[src/rtl/multi_interval_timer_if.sv]
// Control/status bundle of the interval timer: requests in, countdown status out.
// The master modport drives the requests and the slave modport is the timer side.
interface multi_interval_timer_if #(
    parameter int SEC_W = 8
);
    logic             i_start;
    logic [SEC_W-1:0] i_load_val;
    logic             i_mode;
    logic             i_pause;
    logic             i_abort;
    logic [SEC_W-1:0] o_remain;
    logic             o_busy;
    logic             o_tick;
    logic             o_done;

    modport master (
        output i_start, i_load_val, i_mode, i_pause, i_abort,
        input  o_remain, o_busy, o_tick, o_done
    );

    modport slave (
        input  i_start, i_load_val, i_mode, i_pause, i_abort,
        output o_remain, o_busy, o_tick, o_done
    );
endinterface

[src/rtl/multi_interval_timer.sv]
// Countdown interval timer: a prescaler makes base ticks and a down-counter runs a phase.
// The timer supports one-shot and periodic phases, pause with hold, abort and retrigger.
module multi_interval_timer #(
    parameter int PRESCALE = 50_000_000,
    parameter int SEC_W    = 8
) (
    input logic                  clk,
    input logic                  rst_n,
    multi_interval_timer_if.slave bus
);
    localparam int PS_W = $clog2(PRESCALE);
    localparam logic [PS_W-1:0] PS_MAX = PS_W'(PRESCALE - 1);

    typedef enum logic [1:0] {
        ST_IDLE  = 2'd0,
        ST_RUN   = 2'd1,
        ST_PAUSE = 2'd2
    } state_t;

    state_t           r_state;
    logic [PS_W-1:0]  r_presc;
    logic [SEC_W-1:0] r_remain;
    logic [SEC_W-1:0] r_reload;
    logic             r_mode;
    logic             r_busy;
    logic             r_tick;
    logic             r_done;

    // NOTE: all state uses non-blocking assignments so every register samples pre-edge values.
    always_ff @(posedge clk or negedge rst_n) begin
        if (!rst_n) begin
            r_state  <= ST_IDLE;
            r_presc  <= '0;
            r_remain <= '0;
            r_reload <= '0;
            r_mode   <= 1'b0;
            r_busy   <= 1'b0;
            r_tick   <= 1'b0;
            r_done   <= 1'b0;
        end else begin
            // NOTE: pulse outputs default low here; later assignments in this block override.
            r_tick <= 1'b0;
            r_done <= 1'b0;

            if (bus.i_abort) begin
                r_state  <= ST_IDLE;
                r_presc  <= '0;
                r_remain <= '0;
                r_busy   <= 1'b0;
            end else if (bus.i_start) begin
                r_presc <= '0;
                if (bus.i_load_val != '0) begin
                    r_remain <= bus.i_load_val;
                    r_reload <= bus.i_load_val;
                    r_mode   <= bus.i_mode;
                    r_state  <= ST_RUN;
                    r_busy   <= 1'b1;
                end else begin
                    r_remain <= '0;
                    r_done   <= 1'b1;
                    r_state  <= ST_IDLE;
                    r_busy   <= 1'b0;
                end
            end else begin
                case (r_state)
                    ST_RUN, ST_PAUSE: begin
                        if (bus.i_pause) begin
                            r_state <= ST_PAUSE;
                        end else begin
                            // The resume edge counts too, so a pause stretches the phase by its length exactly.
                            r_state <= ST_RUN;
                            if (r_presc == PS_MAX) begin
                                r_presc <= '0;
                                r_tick  <= 1'b1;
                                if (r_remain > SEC_W'(1)) begin
                                    r_remain <= r_remain - SEC_W'(1);
                                end else begin
                                    r_done <= 1'b1;
                                    if (r_mode) begin
                                        r_remain <= r_reload;
                                    end else begin
                                        r_remain <= '0;
                                        r_state  <= ST_IDLE;
                                        r_busy   <= 1'b0;
                                    end
                                end
                            end else begin
                                r_presc <= r_presc + PS_W'(1);
                            end
                        end
                    end
                    default: r_state <= ST_IDLE;
                endcase
            end
        end
    end

    assign bus.o_remain = r_remain;
    assign bus.o_busy   = r_busy;
    assign bus.o_tick   = r_tick;
    assign bus.o_done   = r_done;
endmodule

[src/flat_wrapper.sv]
// flat-port wrapper written by rule: the top's interface ports become plain ports
module multi_interval_timer_flat 
#(
    parameter int PRESCALE = 50_000_000,
    parameter int SEC_W    = 8
)
  (clk, rst_n, bus_i_start, bus_i_load_val, bus_i_mode, bus_i_pause, bus_i_abort, bus_o_remain, bus_o_busy, bus_o_tick, bus_o_done);
  multi_interval_timer_if #(.SEC_W(SEC_W)) bus_i ();
  input logic clk;
  input logic rst_n;
  input wire logic [$bits(bus_i.i_start)-1:0] bus_i_start;
  input wire logic [$bits(bus_i.i_load_val)-1:0] bus_i_load_val;
  input wire logic [$bits(bus_i.i_mode)-1:0] bus_i_mode;
  input wire logic [$bits(bus_i.i_pause)-1:0] bus_i_pause;
  input wire logic [$bits(bus_i.i_abort)-1:0] bus_i_abort;
  output wire logic [$bits(bus_i.o_remain)-1:0] bus_o_remain;
  output wire logic [$bits(bus_i.o_busy)-1:0] bus_o_busy;
  output wire logic [$bits(bus_i.o_tick)-1:0] bus_o_tick;
  output wire logic [$bits(bus_i.o_done)-1:0] bus_o_done;
  assign bus_i.i_start = bus_i_start;
  assign bus_i.i_load_val = bus_i_load_val;
  assign bus_i.i_mode = bus_i_mode;
  assign bus_i.i_pause = bus_i_pause;
  assign bus_i.i_abort = bus_i_abort;
  assign bus_o_remain = bus_i.o_remain;
  assign bus_o_busy = bus_i.o_busy;
  assign bus_o_tick = bus_i.o_tick;
  assign bus_o_done = bus_i.o_done;
  multi_interval_timer #(.PRESCALE(PRESCALE), .SEC_W(SEC_W)) u_core (.clk(clk), .rst_n(rst_n), .bus(bus_i));
endmodule
[config.mk]
export PLATFORM = sky130hd
export DESIGN_NAME = multi_interval_timer_flat
export DESIGN_NICKNAME = d
export VERILOG_FILES = /design/src/rtl/multi_interval_timer_if.sv /design/src/rtl/multi_interval_timer.sv /design/src/flat_wrapper.sv
export SDC_FILE = /design/constraint.sdc
export NUM_CORES = 1
export LEC_CHECK = 0
export ABC_AREA = 1
export ABC_CLOCK_PERIOD_IN_PS = 3500
export CAP_MARGIN = 20
export CORE_MARGIN = 2
export CORE_UTILIZATION = 65
export CTS_BUF_LIST = sky130_fd_sc_hd__clkbuf_4
export CTS_CLUSTER_DIAMETER = 80
export DETAILED_ROUTE_END_ITERATION = 10
export PLACE_DENSITY = 0.95
export SLEW_MARGIN = 20
export SYNTH_ARGS = -nofsm -noshare
export SYNTH_HDL_FRONTEND = slang
export SYNTH_SLANG_ARGS = --single-unit
[constraint.sdc]
create_clock -name clk -period 3.5 [get_ports clk]
set_input_delay 0.525 -clock clk [delete_from_list [all_inputs] [get_ports clk]]
set_output_delay 0.525 -clock clk [all_outputs]
set_load 0.03 [all_outputs]
==> metrics.md, run 1 <==
| Metric | Value |
|---|---|
| Cell taking the most area after synthesis | dfrtp_1 |
| Largest fanout on the critical path | 6 |
| First-pass GRT wire length | between 10000 and 15000 µm |
| Multi-input logic area | 0.00144 mm² |
| Via-to-Cell Ratio | 5.53 |
| Largest cells by area after synthesis | dfrtp_1, nand2_1, nor2_1, inv_1, nand3_1 |
| Cts hold-fix bufs | 0 |
| Post-CTS setup buffers | 0 |
| Endpoint class of the critical path | output pin |
| Yosys warns | 0 |
| FF-to-FF End | u_core.bus.o_remain[7]$_DFFE_PN0P_ |
| Starting density of the core | 0.674 |
| Power per cell area | between 300 and 400 mW/mm² |
| Post-synthesis simple-gate area fraction | 0.428 |
| Yosys reg bits | 48 |
| Reg-to-Reg Start | u_core.bus.o_remain[0]$_DFFE_PN0P_ |
| Die Width | between 70 and 80 µm |
| Leak Pwr | approximately 0.0016 µW |
| Fraction of layout cells with a size suffix above 1 | 0.0510 |
| Initial antenna violation count | 0 |
| Synth async-reset ratio | 1.00 |
| Most instantiated cells after synthesis | nand2_1, nor2_1, inv_1, dfrtp_1, nand3_1 |
| RSZ-0062 raised after global routing | false |
| Vias in the first global route | ~2600 |
| Met2 usage | 0.413 |
| Fin Hold WS | 0.164 ns |
| Met1 Usage GRT | 0.433 |
| Post-Synth XOR/XNOR Area | 0.00902 |
| Post-synthesis compound-gate area fraction | 0.0455 |
| IO Port Bufs | 24 |
| Adder-Cell Fraction of Synth Area | 0.0129 |
| Post-cts gate resize count | 0 |
| Fill cell count | 351 |
| Root buf cell | clkbuf_4 |
| Final Hold Fails | 0 |
| Worst path max stage delay | 0.70 ns |
| Row Count | 24 |
| Period minus WS final | 2.05 ns |
| Clock skew | 0.00858 ns |
| Rel. slew slack | 0.602 |
| DRC viols | 0 |
| DP HPWL | just under 5000 µm |
| Layout Nets | 468 |
| Status | complete, no violations |
| Drt wl/cell | 12.8 µm |
| Maximum VDD drop | 235 µV |
| Req. time, crit path | 2.97 ns |
| Critical path's top delay family | buffers and inverters |
| EDFF count, synth | 0 |
| Worst-path clk slew | 0.13 ns |
| Critical path buffers and inverters | 1 |
| Reg area | 0.00120 mm² |
| Vias | around 2800 |
| Crit Path Category | register to output pin |
| Clk_lat worst skew | 0.35 ns |
| Syn-to-layout area delta | 10.5% |
| Hold WC Path Type | input port to asynchronous set/reset pin |
| Antenna diodes | 0 |
| GRT Total Usage | 0.283 |
| Synth top area share | 0.412 |
| CTS tree | built |
| Yosys cell types | 30 |
| Clk buf depth | 2 |
| Sequential fraction of the synthesis area | 0.412 |
| Gr busiest metal | met1 |
| Util after Layout | 0.745 |
| Die ar. | between 0.005 and 0.006 mm² |
| Reg2Reg Setup Slack | 1.55 ns |
| Worst Setup Start Kind | register |
| Post-synthesis cell count | 428 |
| Antenna-violating nets left | 0 |
| CTS Sinks | 48 |
| CP Cell Sequence | clkdlybuf4s50_1 |
| Gr ovfl total | 0 |
| Worst Max-Slew Pin Slew | approximately 0.60 ns |
| Main combinational cell family by area after synthesis | simple AND/OR/NAND/NOR gates |
| CTS Buf Count | 5 |
| Most frequent cell after synthesis | nand2_1 |
| Drt pass-1 iters | 6 |
| Final setup TNS | 0 ns |
| Largest net degree at the start of global routing | 49 |
| Worst Reg-to-Reg Cells | 11 |
| Htree depth | 2 |
| GR Util met3 | 0.0598 |
| Syn_nets | 445 |
| Worst path slowest cell | clkdlybuf4s50_1 |
| Mux contribution to synthesized area | 0 |
| Critical path arrival | 1.53 ns |
| Syn avg cell area | 6.81 µm² |
| Slew Limit Fails | 0 |
| RD Place Congestion | between 0.9 and 1 |
| Ys flop type | dfrtp_1 |
| Core Box Area | 0.00432 mm² |
| Tcrit/Tclk final | 0.586 |
| Max-Cap Viols | 0 |
| Initial drt markers | 300 |
| Syn Std Cell Area | 0.00291 mm² |
| Die height | 71.0 µm |
| I/O pins | 25 |
| Final setup violation count | 0 |
| Final WL | about 6500 µm |
| Fmax achieved | approximately 490 MHz |
layout make-up:
type,count,area share
inverter,53,0.0618
sequential,48,0.373
multi-input combinational,316,0.449
clock inverter,1,0.00155
tap,52,0.0202
timing repair buffer,27,0.0808
clock buffer,6,0.0140
where the power goes:
group | switching, µW | internal [µW]
Clock | 161 | 82.1
Combinational | 182 | 103
Sequential | 31.5 | 587
Total | 375 | 772
worst reg2reg max path: stages, from the launching register on:
cell	delay, ns
dfrtp_1	0.47
inv_1	0.10
ha_1	0.21
nor2_1	0.06
nor2_1	0.10
nand2_1	0.31
inv_1	0.24
o21ai_0	0.13
nand2_1	0.09
nand2_1	0.05
nand2_1	0.06
nand2_1	0.05
worst max path at each step:
stage	endpoint	cells past startpoint	slack, ns	start
CTS	bus_o_remain[3]	1	1.45	u_core.bus.o_remain[3]$_DFFE_PN0P_
global placement	u_core.r_presc[5]$_DFFE_PN0P_	10	1.23	bus_i_abort
floorplan	u_core.bus.o_remain[4]$_DFFE_PN0P_	11	1.78	u_core.bus.o_remain[0]$_DFFE_PN0P_
global route	u_core.bus.o_remain[7]$_DFFE_PN0P_	11	1.33	u_core.bus.o_remain[0]$_DFFE_PN0P_
detailed placement	u_core.r_presc[5]$_DFFE_PN0P_	10	1.12	bus_i_start
finish	bus_o_remain[3]	1	1.45	u_core.bus.o_remain[3]$_DFFE_PN0P_
per-layer routing:
metal	wire length, µm	vias to the layer above	share of wire
met5	0	-	0
met4	51	0	0.0079
met3	502	7	0.078
met2	2860	130	0.44
met1	3050	1256	0.47
li1	-	1389	-
through the flow:
step                setup slack (ns)  instances  instance area [µm²]  power [µW]
finish                          1.45        503                 3220        1150
global route                    1.33        503                 3220        1220
CTS                             1.45        503                 3220        1150
detailed placement              1.12        496                 3170         913
global placement                1.23        496                 3170         902
floorplan                       1.78        428                 2910         817
cell families (layout without fill, tap and decap cells):
kind of cell,after synthesis,after routing
AND/OR/NAND/NOR,285,285
buffers and inverters,64,87
adder cells (fa/ha/maj),3,3
XOR/XNOR,3,3
flip-flops,48,48
AO/OA/AOI/OAI,25,25
registers in the layout (all words and copies together), names as in the netlist:
register,cells
u_core.r_mode,1
u_core.bus.o_busy,1
u_core.r_reload,8
u_core.bus.o_tick,1
u_core.bus.o_remain,8
u_core.r_state,2
u_core.r_presc,26
u_core.bus.o_done,1
placed cells by master (no fill, tap or decap), types with 2 or more instances in the layout:
cell type        instances
dfrtp_1                 48
nor3b_1                  2
ha_1                     3
o21bai_1                 2
nor2_2                   4
clkbuf_4                 6
xor2_1                   2
buf_4                    4
clkdlybuf4s50_1         23
o21ai_1                  4
nand4_1                 16
o21ai_0                  9
nor2_4                   3
nor3_1                  10
a21oi_1                  9
nand3_1                 37
inv_1                   52
nor2_1                  59
nand2_1                147
No activity file was read; power rests on OpenSTA's default activity.
==> run 2: changes to the inputs <==
- ABC_CLOCK_PERIOD_IN_PS: 3500 -> 2000
- CORE_UTILIZATION: 65 -> 60
- PLACE_DENSITY: 0.95 -> 0.91
- clock period: 3.5 -> 2 ns (I/O delays scaled with it)
==> run 2 against run 1 <==
- die area up 7.9%
- clock power up 140%
- sequential cell count unchanged
- non-clock buffer count up 8
- largest cell class unchanged
- cell area up 3.3%
- first-iteration DRC count up 51%
- clock-buffer cell count unchanged
- register-to-register slack worse by 1.4 ns
- critical path type unchanged
- sequential share of layout area down 1.2 points
- critical endpoint unchanged
==> metrics.md, run 2 (synthesis results as in run 1) <==
| Metric | Value |
|---|---|
| Status | complete, no violations (unchanged) |
| DP HPWL | 5260 µm (was 4810 µm) |
| Fill cell count | 391 (was 351) |
| Reg area | 0.00120 mm² (unchanged) |
| Worst Reg-to-Reg Cells | 11 (unchanged) |
| Clk buf depth | 2 (unchanged) |
| Util after Layout | 0.709 (was 0.745) |
| Die height | 73.7 µm (was 71.0 µm) |
| Crit Path Category | register to output pin (unchanged) |
| Multi-input logic area | 0.00144 mm² (unchanged) |
| Worst Max-Slew Pin Slew | 0.448 ns (was 0.597 ns) |
| IO Port Bufs | 24 (unchanged) |
| Clk_lat worst skew | 0.38 ns (was 0.35 ns) |
| Critical path buffers and inverters | 1 (unchanged) |
| Commonest non-fill, non-tap cell in the layout | nand2_1 (unchanged) |
| Endpoint class of the critical path | output pin (unchanged) |
| Worst path max stage delay | 0.70 ns (about the same) |
| Drt pass-1 iters | 6 (unchanged) |
| Final Power | 2230 µW (was 1150 µW) |
| Antenna diodes | 0 (unchanged) |
| Fin Hold WS | 0.376 ns (was 0.164 ns) |
| Vias in the first global route | 2454 (was 2570) |
| RD Place Congestion | 0.955 (was 0.954) |
| GRT Total Usage | 0.273 (was 0.283) |
| Vias | 2831 (was 2782) |
| Top reg by flops | u_core.r_presc (unchanged) |
| Fin area | 0.00332 mm² (was 0.00322 mm²) |
| Final Hold Fails | 0 (unchanged) |
| CP Cell Sequence | clkdlybuf4s50_1 (unchanged) |
| Max FFs per register | 26 (unchanged) |
| Commonest cells after routing, fill and taps aside | nand2_1, nor2_1, inv_1 (unchanged) |
| Gr ovfl total | 0 (unchanged) |
| Antenna-violating nets left | 0 (unchanged) |
| RSZ-0062 raised after global routing | false (unchanged) |
| Clock skew | 0.0276 ns (was 0.00858 ns) |
| Req. time, crit path | 1.70 ns (was 2.97 ns) |
| Drt wl/cell | 13.3 µm (was 12.8 µm) |
| Root buf cell | clkbuf_4 (unchanged) |
| Rel. slew slack | 0.699 (was 0.602) |
| Critical path arrival | 1.55 ns (was 1.53 ns) |
| Initial drt markers | 453 (was 300) |
| Final setup violation count | 0 (unchanged) |
| Die Width | 73.7 µm (was 71.0 µm) |
| CTS tree | built (unchanged) |
| Final WL | 6850 µm (was 6460 µm) |
| Worst path slowest cell | clkdlybuf4s50_1 (unchanged) |
| DRC viols | 0 (unchanged) |
| Fmax achieved | 540 MHz |
| Leak Pwr | 0.00162 µW (was 0.00157 µW) |
| Placed inst area | 0.00323 mm² (was 0.00317 mm²) |
| Hold WC Path Type | input port to asynchronous set/reset pin (unchanged) |
| Worst Setup Start Kind | register (unchanged) |
| Largest net degree at the start of global routing | 34 (was 49) |
| Power per cell area | 670 mW/mm² (was 356 mW/mm²) |
| Via-to-Cell Ratio | 5.51 (was 5.53) |
| First-pass GRT wire length | 11400 µm (was 11500 µm) |
| Max-Cap Viols | 0 (unchanged) |
| Die ar. | 0.00543 mm² (was 0.00503 mm²) |
| Starting density of the core | 0.621 (was 0.674) |
| Tcrit/Tclk final | 0.925 |
| Initial antenna violation count | 0 (unchanged) |
| CTS Sinks | 48 (unchanged) |
| I/O pins | 25 (unchanged) |
| Final setup TNS | 0 ns (unchanged) |
| WP depth | 1 (unchanged) |
| Syn-to-layout area delta | 14.1% (was 10.5%) |
| Layout Nets | 476 (was 468) |
| Slew Limit Fails | 0 (unchanged) |
| Htree depth | 2 (unchanged) |
| Fraction of layout cells with a size suffix above 1 | 0.0674 (was 0.0510) |
| Worst-path clk slew | 0.15 ns (was 0.13 ns) |
| CTS Buf Count | 5 (unchanged) |
| Critical path's top delay family | buffers and inverters (unchanged) |
| Period minus WS final | ~1.9 ns |
| Largest fanout on the critical path | 6 (unchanged) |
| Maximum VDD drop | 503 µV (was 235 µV) |
| Core Box Area | 0.00469 mm² (was 0.00432 mm²) |
| Row Count | 25 (was 24) |
[run 2: cell count changes in the layout (fill, tap and decap cells not counted)]
cell / before / now
buf_4: 4 / 9
buf_2: 0 / 1
bufinv_16: 0 / 1
buf_12: 0 / 1
dlygate4sd3_1: 0 / 1
[run 2: layer usage]
metal | vias up | routed length (µm) | share of wire | track usage
li1 | 1413 | - | - | -
met2 | 107 | 3070 | 0.45 | 0.413
met1 | 1299 | 3260 | 0.48 | 0.402
met3 | 12 | 403 | 0.059 | 0.0466
met5 | - | 0 | 0 | 0
met4 | 0 | 112 | 0.016 | 0.0828
[run 2: through the flow]
| stage | setup WS [ns] | cells |
|---|---|---|
| after CTS | 0.160 | 514 |
| after global placement | 0.169 | 505 |
| final | 0.149 | 514 |
| after detailed placement | 0.106 | 505 |
| after floorplan | 0.276 | 428 |
| after global routing | 0.0264 | 514 |
[run 2: path summary, 6_finish.rpt]
path                                                     from                                  to  slack (ns)
setup reg to reg           u_core.bus.o_remain[0]$_DFFE_PN0P_  u_core.bus.o_remain[4]$_DFFE_PN0P_        0.19
min in group clk                                  bus_i_pause         u_core.r_state[1]$_DFF_PN0_        0.45
hold reg to reg                u_core.r_reload[3]$_DFFE_PN0P_      u_core.r_reload[3]$_DFFE_PN0P_        0.49
setup / recovery           u_core.bus.o_remain[3]$_DFFE_PN0P_                     bus_o_remain[3]        0.15
max in group asynchronous                               rst_n       u_core.r_presc[3]$_DFFE_PN0P_        1.00
hold / removal                                          rst_n  u_core.bus.o_remain[1]$_DFFE_PN0P_        0.38
[run 2: what timing repair did]
item,CTS,global route
hold buffers,1,0
resized for setup,0,0
setup buffers,0,0
hold endpoints to repair,17,0
[run 2: power by group]
group | internal (µW) | switching, µW
Combinational | 204 | 344
Sequential | 1030 | 57.2
Clock | 276 | 317
Total | 1510 | 719
[run 2: layout make-up]
type	instances	share of cell area
clock buffers	6	0.0135
clock inverters	2	0.0105
inverters	53	0.0598
multi-input cells	316	0.434
flip-flops and latches	48	0.361
well taps	54	0.0203
repair buffers	35	0.100
